===== src/rtl/mux_nx1_reg.sv =====
// Registered N:1 multiplexer with valid/ack capture, ready backpressure,
// direct-select or round-robin arbitration. Optional Y_PAR via MUX_NX1_PARITY_EN.
module mux_nx1_reg #(
  parameter int unsigned WIDTH    = 8,
  parameter int unsigned CHANNELS = 4,
  parameter int unsigned SEL_W    = 2
) (
  input  logic                      CLK,
  input  logic                      RESET,
  input  logic [CHANNELS*WIDTH-1:0] I,
  input  logic [CHANNELS-1:0]       IV,
  output logic [CHANNELS-1:0]       ACK,
  input  logic [SEL_W-1:0]          S,
  input  logic                      MODE,
  output logic [WIDTH-1:0]          Y,
  output logic                      Y_VALID,
  input  logic                      Y_READY,
  output logic [SEL_W-1:0]          Y_CH,
  output logic                      SEL_ERR
`ifdef MUX_NX1_PARITY_EN
  ,
  output logic                      Y_PAR
`endif
);

  logic [SEL_W-1:0]          ptr;
  logic                      load;
  logic                      has_cand;
  logic [SEL_W-1:0]          cand;
  logic                      sel_oor;
  logic [CHANNELS-1:0]       ivsh;
  logic [CHANNELS*WIDTH-1:0] dsh;
  logic [WIDTH-1:0]          cand_data;
  int unsigned               idx;

  assign load    = !Y_VALID || Y_READY;
  assign sel_oor = !(32'(S) < CHANNELS);

  // Shift-based lookup keeps every index a constant bit select.
  always_comb begin
    has_cand = 1'b0;
    cand     = '0;
    idx      = 0;
    ivsh     = '0;
    if (!MODE) begin
      if (!sel_oor) begin
        ivsh = IV >> S;
        if (ivsh[0]) begin
          has_cand = 1'b1;
          cand     = S;
        end
      end
    end else begin
      for (int unsigned n = 1; n <= CHANNELS; n++) begin
        idx  = (32'(ptr) + n) % CHANNELS;
        ivsh = IV >> idx;
        if (!has_cand && ivsh[0]) begin
          has_cand = 1'b1;
          cand     = SEL_W'(idx);
        end
      end
    end
  end

  always_comb begin
    dsh       = I >> (32'(cand) * WIDTH);
    cand_data = dsh[WIDTH-1:0];
  end

  assign ACK = (load && has_cand && !RESET) ? (CHANNELS'(1) << cand) : '0;

  always_ff @(posedge CLK or posedge RESET) begin
    if (RESET) begin
      Y       <= '0;
      Y_VALID <= 1'b0;
      Y_CH    <= '0;
      SEL_ERR <= 1'b0;
      ptr     <= SEL_W'(CHANNELS - 1);
`ifdef MUX_NX1_PARITY_EN
      Y_PAR   <= 1'b0;
`endif
    end else begin
      SEL_ERR <= load && !MODE && sel_oor;
      if (load) begin
        if (has_cand) begin
          Y       <= cand_data;
          Y_CH    <= cand;
          Y_VALID <= 1'b1;
`ifdef MUX_NX1_PARITY_EN
          Y_PAR   <= ^cand_data;
`endif
          if (MODE) ptr <= cand;
        end else begin
          Y_VALID <= 1'b0;
        end
      end
    end
  end

endmodule


===== config.mk =====
export PLATFORM = sky130hd
export DESIGN_NAME = mux_nx1_reg
export DESIGN_NICKNAME = d
export VERILOG_FILES = /design/src/rtl/mux_nx1_reg.sv
export SDC_FILE = /design/constraint.sdc
export NUM_CORES = 1
export LEC_CHECK = 0
export ABC_AREA = 1
export BUFFER_PORTS_ARGS = -buffer_cell sky130_fd_sc_hd__buf_4
export CAP_MARGIN = 20
export CORE_UTILIZATION = 50
export CTS_BUF_LIST = sky130_fd_sc_hd__clkbuf_16
export DETAILED_ROUTE_END_ITERATION = 6
export PLACE_DENSITY = 0.85
export SYNTH_ARGS = -nofsm -noshare
export SYNTH_HDL_FRONTEND = slang
export SYNTH_SLANG_ARGS = --single-unit

===== constraint.sdc =====
create_clock -name CLK -period 3.7 [get_ports CLK]
set_clock_uncertainty 0.2 [all_clocks]
set_input_delay 0.37 -clock CLK [delete_from_list [all_inputs] [get_ports CLK]]
set_output_delay 0.37 -clock CLK [all_outputs]
set_load 0.01 [all_outputs]

; ---- Yosys cells after proc, flatten, opt, wreduce, memory -nomap -nowiden
; Index checks and enable logic that the tools add are counted.
[word_totals]
reg_bits = 13
latchBits = 0
ramBits = 0
romBits = 0
out_inout_bits = 16
memories = 0
[op_classes]
n_addsub = 4
n_mul = 0
div = 0
order_cmp = 0
eq_ne = 0
shift = 7
muxes = 17
bitwise = 0
reduce_logical = 13
[op_table]
columns = cell, count
row1 = >> shifter 32 x 5 -> 8 bit, 1
row2 = >> shifter 4 x 2 -> 1 bit, 5
row3 = 2-to-1 mux 2 bit, 6
row4 = 2-to-1 mux 1 bit, 10
row5 = logical AND 1 bit, 5
row6 = logical NOT 1 bit, 5
row7 = "adder 2 x 1 -> 2 bit, second input constant", 2
row8 = "adder 2 bit, second input constant", 2
row9 = 2-to-1 mux 4 bit, 1
row10 = "<< shifter 1 x 2 -> 4 bit, first input constant", 1
row11 = AND reduction 3 bit, 1
row12 = AND reduction 2 bit, 1
row13 = logical OR 1 bit, 1

; ---- Longest topological paths before layout
; Gate-level depths: netlist (run 1).
[depth]
ltp_word = 19
ltp_mapped = 18
depth_no_buf = 16

; ---- Worst setup path after synthesis (run 1)
; Ideal clock, no wire load.
[synth_path]
path_kind = register to output
from = reg ptr[0]
to = out ACK[1]
t_arrival_ps = 1938
t_required_ps = 3130
path_slack_ps = 1192
stages_incl_launch_ff = 15
path_cell_list = dfstp_2 -> buf_4 -> inv_4 -> nand2_1 -> nand2_1 -> nand2_2 -> nand2_2 -> nor2_4 -> nand3_2 -> nand2_2 -> nand3_4 -> nand2_4 -> buf_8 -> inv_1 -> nor3_1
[synth_between]
elab_chain_cells = 19
elab_cells_between_ends = 31
cone_classes = add/sub: 4 / shift: 5 / mux: 14 / reduce/logical: 8
[synth_lines]
columns = element, line_no
row1 = start: declaration, 26  ; logic [SEL_W-1:0] ptr;
row2 = start signal: assignment, 78  ; ptr <= SEL_W'(CHANNELS - 1);
row3 = start signal: assignment, 92  ; if (MODE) ptr <= cand;
row4 = adder 2 x 1 -> 2 bit, 55  ; idx = (32'(ptr) + n) % CHANNELS;
row5 = >> shifter 4 x 2 -> 1 bit, 56  ; ivsh = IV >> idx;
row6 = 2-to-1 mux 1 bit, 57  ; if (!has_cand && ivsh[0]) begin
row7 = 2-to-1 mux 1 bit, 45  ; if (!MODE) begin
row8 = logical NOT 1 bit, 57
row9 = logical AND 1 bit, 57
row10 = 2-to-1 mux 1 bit, 57
row11 = 2-to-1 mux 1 bit, 45
row12 = [2 not listed], n/a
row13 = 2-to-1 mux 1 bit, 57
row14 = 2-to-1 mux 1 bit, 45
row15 = logical NOT 1 bit, 57
row16 = logical AND 1 bit, 57
row17 = 2-to-1 mux 1 bit, 57
row18 = 2-to-1 mux 1 bit, 45
row19 = logical AND 1 bit (2 in series), 70  ; assign ACK = (load && has_cand && !RESET) ? (CHANNELS'(1) << cand) : '0;
row20 = 2-to-1 mux 4 bit (*), 70
row21 = end: declaration, 12  ; output logic [CHANNELS-1:0] ACK,
; Mark *: on every way between the ends. The rest lies on a longest branch, timed or not. The select of a mux whose other input is x is not followed.

; ---- Worst setup path after layout (run 1)
[layout_path]
from = reg ptr[0]
to = out ACK[3]
; The elaborated chain is that of the path after synthesis.

==> flow_summary.ini, run 1 <==
[cts]
cts_tree = built
clockBufferDepth = 2
insertion_delay_ns = 0.24
cts_sinks = 13
numCtsBuffers = 3
ctsRootBufferMaster = clkbuf_16
cts-htree-levels = 1
clkTransAtPathRegs_ns = 0.04
cts_resized = 0

[global_routing]
grt_pass1_wl_mm = 5.56
grt_use_total_pct = 27.3
grt_start_max_net_pins = 20
grt_pass1_vias = 1326
grt_overflow = 0
antenna_found_initial = 0

[placed_design]
io_buffer_count = 56
gp_congestion = 0.828
dp_hpwl_mm = 2.38

[finish]
area_delta_synth_final_pct = 38.9
drive_gt1_share_pct = 29.9
antenna_cells = 0
fin_nets = 304

[worst_hold_path]
holdPathEnd = Y[5]$_DFFE_PP0P_
hold_class = reg -> reg
hold_path_startpoint = Y[5]$_DFFE_PP0P_
whs_path_depth = 2

[yosys]
synth_area_leaders = nand2_1, dfrtp_1, nand3_1
synth.net_count = 250
synthCells = 208
synth_top_area_share_pct = 37.1
ys_warn_count = 0
synth_area_leader_cell = nand2_1
seq_area_frac_synth_pct = 26.8
yosysMostFrequentCell = nand2_1
async_flop_share_pct = 100
synthTopCellsByCount = nand2_1, nand3_1, dfrtp_1, inv_1
yosys_most_used_dff = dfrtp_1
netlist_area_um2 = 1220
synth_seq_cells = 13
ys_types = 27
syn_avg_cell_area_um2 = 5.89
synth_edf_count = 0

[worst_setup_path]
reg2reg_to = Y[3]$_DFFE_PP0P_
end_kind = output port
r2r_start = ptr[0]$_DFFE_PP1P_
critPathMostFrequentCell = nand2_2
worst_setup_path_start_kind = flip-flop
reg2regPathDepth = 14
critPathKind = reg -> out
slowest_delay_ns = 0.63
path_buf_inv = 3
r2r_slack_ns = 1.27
critPathSlowestCell = dfstp_2
cp_top_family = simple AND/OR/NAND/NOR gates
cp_cell_sequence = inv_4 > nand2_1 > nand2_1 > nand2_2 > nand2_2 > nor2_4 > nand3_2 > nand2_2 > nand3_4 > nand2_4 > inv_1 > nor3_1 > buf_4
critPathLaunch = ptr[0]$_DFFE_PP1P_
required_ns = 3.13
crit_fanout = 19
cp.arrival_ns = 2.46

[timing]
setup_violations = 0
slew_headroom_pct = 60.4
final.setup.tns_ns = 0
post-route-period-util_pct = 81.8
tightest_slew_ns = 0.593
rsz0062_at_grt = no
fmax_ghz = 0.331
maxSlewViolCount = 0
hold_violations = 0
period_minus_slack_ns = 3.03

[die]
chipWidth_um = 51.5
rows = 17
start_util_pct = 54.3
die_y_um = 51.5
die_area_um2 = 2650
core_um2 = 2250
io_pins = 58

[routing]
drcViolationCount = 0
wire_per_inst_um = 11.1
wirelength_mm = 3.21
dr.first_iter.drc_count = 45
final_antenna_net_count = 0
vias = 1467
vias_per_cell = 5.08
drt-pass1-iter-count = 4

[flow_run]
maxCapViolations = 0

[power_and_ir_drop]
ir_worst_vdd_mv = 0.518
leakage_nw = 0.998
total_power_mw = 1.27
powerDensity_nw_per_um2 = 747

[status]
run_status = completed
stage by stage:
stage	worst slack [ns]	hold WS, ns	cells	instance area (µm²)	utilization (%)
global route	0.447	0.301	289	1700	75.5
detailed placement	0.869	0.229	284	1610	71.5
CTS	0.698	0.281	289	1700	75.5
finish	0.674	0.288	289	1700	75.5
global placement	0.870	0.225	284	1610	71.5
floorplan	1.19	0.0537	208	1220	-
where the power goes:
group	internal, mW	total, mW	switching, mW	leakage [nW]
Clock	0.142	0.200	0.0576	0.0423
Sequential	0.214	0.267	0.0532	0.158
Combinational	0.299	0.804	0.505	0.798
state kept, by name, summed over array words and instances (netlist names):
signal	count
ptr	2
Y_CH	2
Y	8
Y_VALID	1
cells in the final DEF, fill, tap and decap left out, drive strengths merged:
cell type and n:
o211ai 2, nor2 8, buf 56, dfstp 2
inv 12, nand2 128, a21oi 1, o22ai 1
clkbuf 3, dlygate4sd3 1, nand3 23, conb 1
o21ai 8, nor3 4, dfrtp 11
how the worst max path moves through the flow:
stage / to / depth (start not counted)
3_3_place_gp: ACK[1] / 9
6_report: ACK[3] / 13
5_1_grt: ACK[1] / 13
4_1_cts: ACK[1] / 13
2_1_floorplan: ACK[1] / 14
3_5_place_dp: ACK[1] / 9
what timing repair did:
action / 4_1_cts / 5_1_grt
hold buffers: 1 / 0
endpoints found under the hold margin: 11 / 0
buffers inserted: 0 / 0
layer usage:
layer	track usage [%]	share of wire (%)	routed length, µm	up-vias
met5	0	0	0	-
met4	4.95	0.34	11	0
met3	4.39	4.2	135	3
met2	47.8	50	1620	44
met1	35.4	45	1440	660
li1	-	-	-	760
area by class of cell:
cell class	count	area, µm²
Clock inverter	1	3.75
Multi-Input combinational cell	176	786
Inverter	11	43.8
Fill cell	204	553
Timing Repair Buffer	57	430
Tap cell	28	35.0
Clock buffer	3	75.1
Sequential cell	13	328
worst register-to-register path, delay by kind of cell, from the launching register on:
family,cells,cell delay (ns)
compound gates,1,0.15
buf+inv,1,0.09
simple gates,12,1.31
flops,1,0.63
kinds of logic after synthesis:
| logic type | Yosys count | share of synthesized area [%] |
|---|---|---|
| and+or+nand+nor | 163 | 57.2 |
| DFF | 13 | 26.8 |
| AOI/OAI and AO/OA | 12 | 6.64 |
| other | 1 | 0.306 |
| buffers and inverters | 19 | 9.09 |
(Power assumes the default switching activity.)
==> inputs of run 2 (changes only) <==
Settings changed: CORE_UTILIZATION 50 to 42, PLACE_DENSITY 0.85 to 0.76.
Clock period 3.7 ns to 2.5 ns, I/O delays scaled along.
==> flow_summary.ini, run 2 (synthesized netlist as in run 1, its figures left out) <==
[die]
core_um2 = 2760
start_util_pct = 44.4
die_y_um = 56.0
rows = 19
io_pins = 58
chipWidth_um = 56.0
die_area_um2 = 3140

[cts]
clkTransAtPathRegs_ns = 0.04
clockBufferDepth = 2
numCtsBuffers = 3
cts_sinks = 13
cts-htree-levels = 1
ctsRootBufferMaster = clkbuf_16
cts_tree = built
insertion_delay_ns = 0.24

[finish]
fin_util_pct = 71.9
fill_cells = 231
largest_register = Y
antenna_cells = 0
area_delta_synth_final_pct = 61.9
fin_nets = 324
final_cell_area_um2 = 1980
reg_top3 = Y: 8 flops, Y_CH: 2 flops, ptr: 2 flops
final_common_cell = nand2_1
drive_gt1_share_pct = 42.3
largest_register_ffs = 8
final_cell_mix = nand2_1, buf_4, nand3_1

[status]
violations = setup timing
run_status = finished, violations left

[global_routing]
grt_pass1_wl_mm = 5.94
grt_start_max_net_pins = 17
antenna_found_initial = 0
grt_overflow = 0
grt_pass1_vias = 1387
grt_use_total_pct = 23.5

[worst_setup_path]
worst_setup_path_start_kind = flip-flop
critPathKind = reg -> out
crit_fanout = 6
r2r_slack_ns = -0.03
end_kind = output port
cp.arrival_ns = 2.23
required_ns = 2.05

[timing]
setup_ws_ns = -0.176
setup_violations = 7
hold_violations = 0
holdWs_ns = 0.138
rsz0062_at_grt = yes
period_minus_slack_ns = 2.68
fmax_ghz = 0.374
post-route-period-util_pct = 107
maxSlewViolCount = 0

[routing]
wire_per_inst_um = 13.0
final_antenna_net_count = 0
drcViolationCount = 0
dr.first_iter.drc_count = 84
vias_per_cell = 5.07
drt-pass1-iter-count = 4
wirelength_mm = 4.05
vias = 1583

[power_and_ir_drop]
switching_power_mw = 1.13
leakage_nw = 1.12
switching_share_pct = 48.1
p_int_mw = 1.22
clockPowerShare_pct = 12.4
powerDensity_nw_per_um2 = 1180
ir_worst_vdd_mv = 1.18
p_seq_share_pct = 16.4
p_comb_share_pct = 71.2

[placed_design]
placed_area_um2 = 1670
pre_cts_ws_ns = 0.139
gp_congestion = 0.868
dp_hpwl_mm = 2.58
io_buffer_count = 56

[worst_hold_path]
hold_class = in -> reg

[flow_run]
maxCapViolations = 0
run 2: final cells by class:
class / count / area, µm² / area share, %
multi-input combinational: 176 / 901 / 45.4
inverter: 11 / 43.8 / 2.21
tap: 31 / 38.8 / 1.96
clock buffer: 3 / 75.1 / 3.79
sequential: 13 / 328 / 16.5
clock inverter: 1 / 3.75 / 0.189
timing repair buffer: 77 / 593 / 29.9
run 2: power by group through the flow:
stage | registers (mW) | clock network (mW) | logic (mW)
floorplan | 0.402 | 0 | 0.883
global placement | 0.392 | 0 | 1.24
detailed placement | 0.392 | 0 | 1.26
CTS | 0.390 | 0.294 | 1.36
global route | 0.394 | 0.309 | 1.82
finish | 0.385 | 0.292 | 1.67
run 2: worst max-delay path, stage by stage (launching register included):
cell and delay, ns:
dfstp_2 0.61, inv_4 0.08, nand2_2 0.06, nand2_2 0.08, nand2_2 0.10, nand2_4 0.07
nor2_4 0.14, nand2_2 0.10, o21ai_4 0.20, buf_6 0.13, o22ai_4 0.08, nor3_4 0.20
buf_6 0.13
run 2: layer usage:
| metal | GRT usage [%] | up-vias | routed length [µm] |
|---|---|---|---|
| li1 | - | 793 | - |
| met1 | 29.9 | 697 | 1600 |
| met2 | 38.8 | 83 | 2060 |
| met3 | 6.05 | 10 | 338 |
| met4 | 7.32 | 0 | 57 |
| met5 | 0 | - | 0 |
run 2: worst paths after layout:
kind,cells past startpoint,to,from
min in group asynchronous,4,Y_CH[0]$_DFFE_PP0P_,RESET
worst min register to register,2,Y[4]$_DFFE_PP0P_,Y[4]$_DFFE_PP0P_
worst max-delay path,12,ACK[1],ptr[0]$_DFFE_PP1P_
worst max register to register,16,Y[5]$_DFFE_PP0P_,ptr[0]$_DFFE_PP1P_
max in group asynchronous,4,ptr[1]$_DFFE_PP1P_,RESET
worst min-delay path,4,Y_VALID$_DFFE_PP0N_,Y_READY
run 2: timing repair:
item,4_1_cts,5_1_grt
cloned,0,0
setup buffers,5,8
setup endpoints to repair,4,12
hold endpoints to repair,11,0
pin swaps,2,15
resized for setup,9,28
hold buffers,1,0
run 2: per-stage QoR:
step           total power [mW]  TNS, ns  instances
2_1_floorplan              1.29        0        208
3_3_place_gp               1.63        0        294
3_5_place_dp               1.65        0        294
4_1_cts                    2.05  -0.0735        304
5_1_grt                    2.52    -1.60        312
6_report                   2.35   -0.615        312
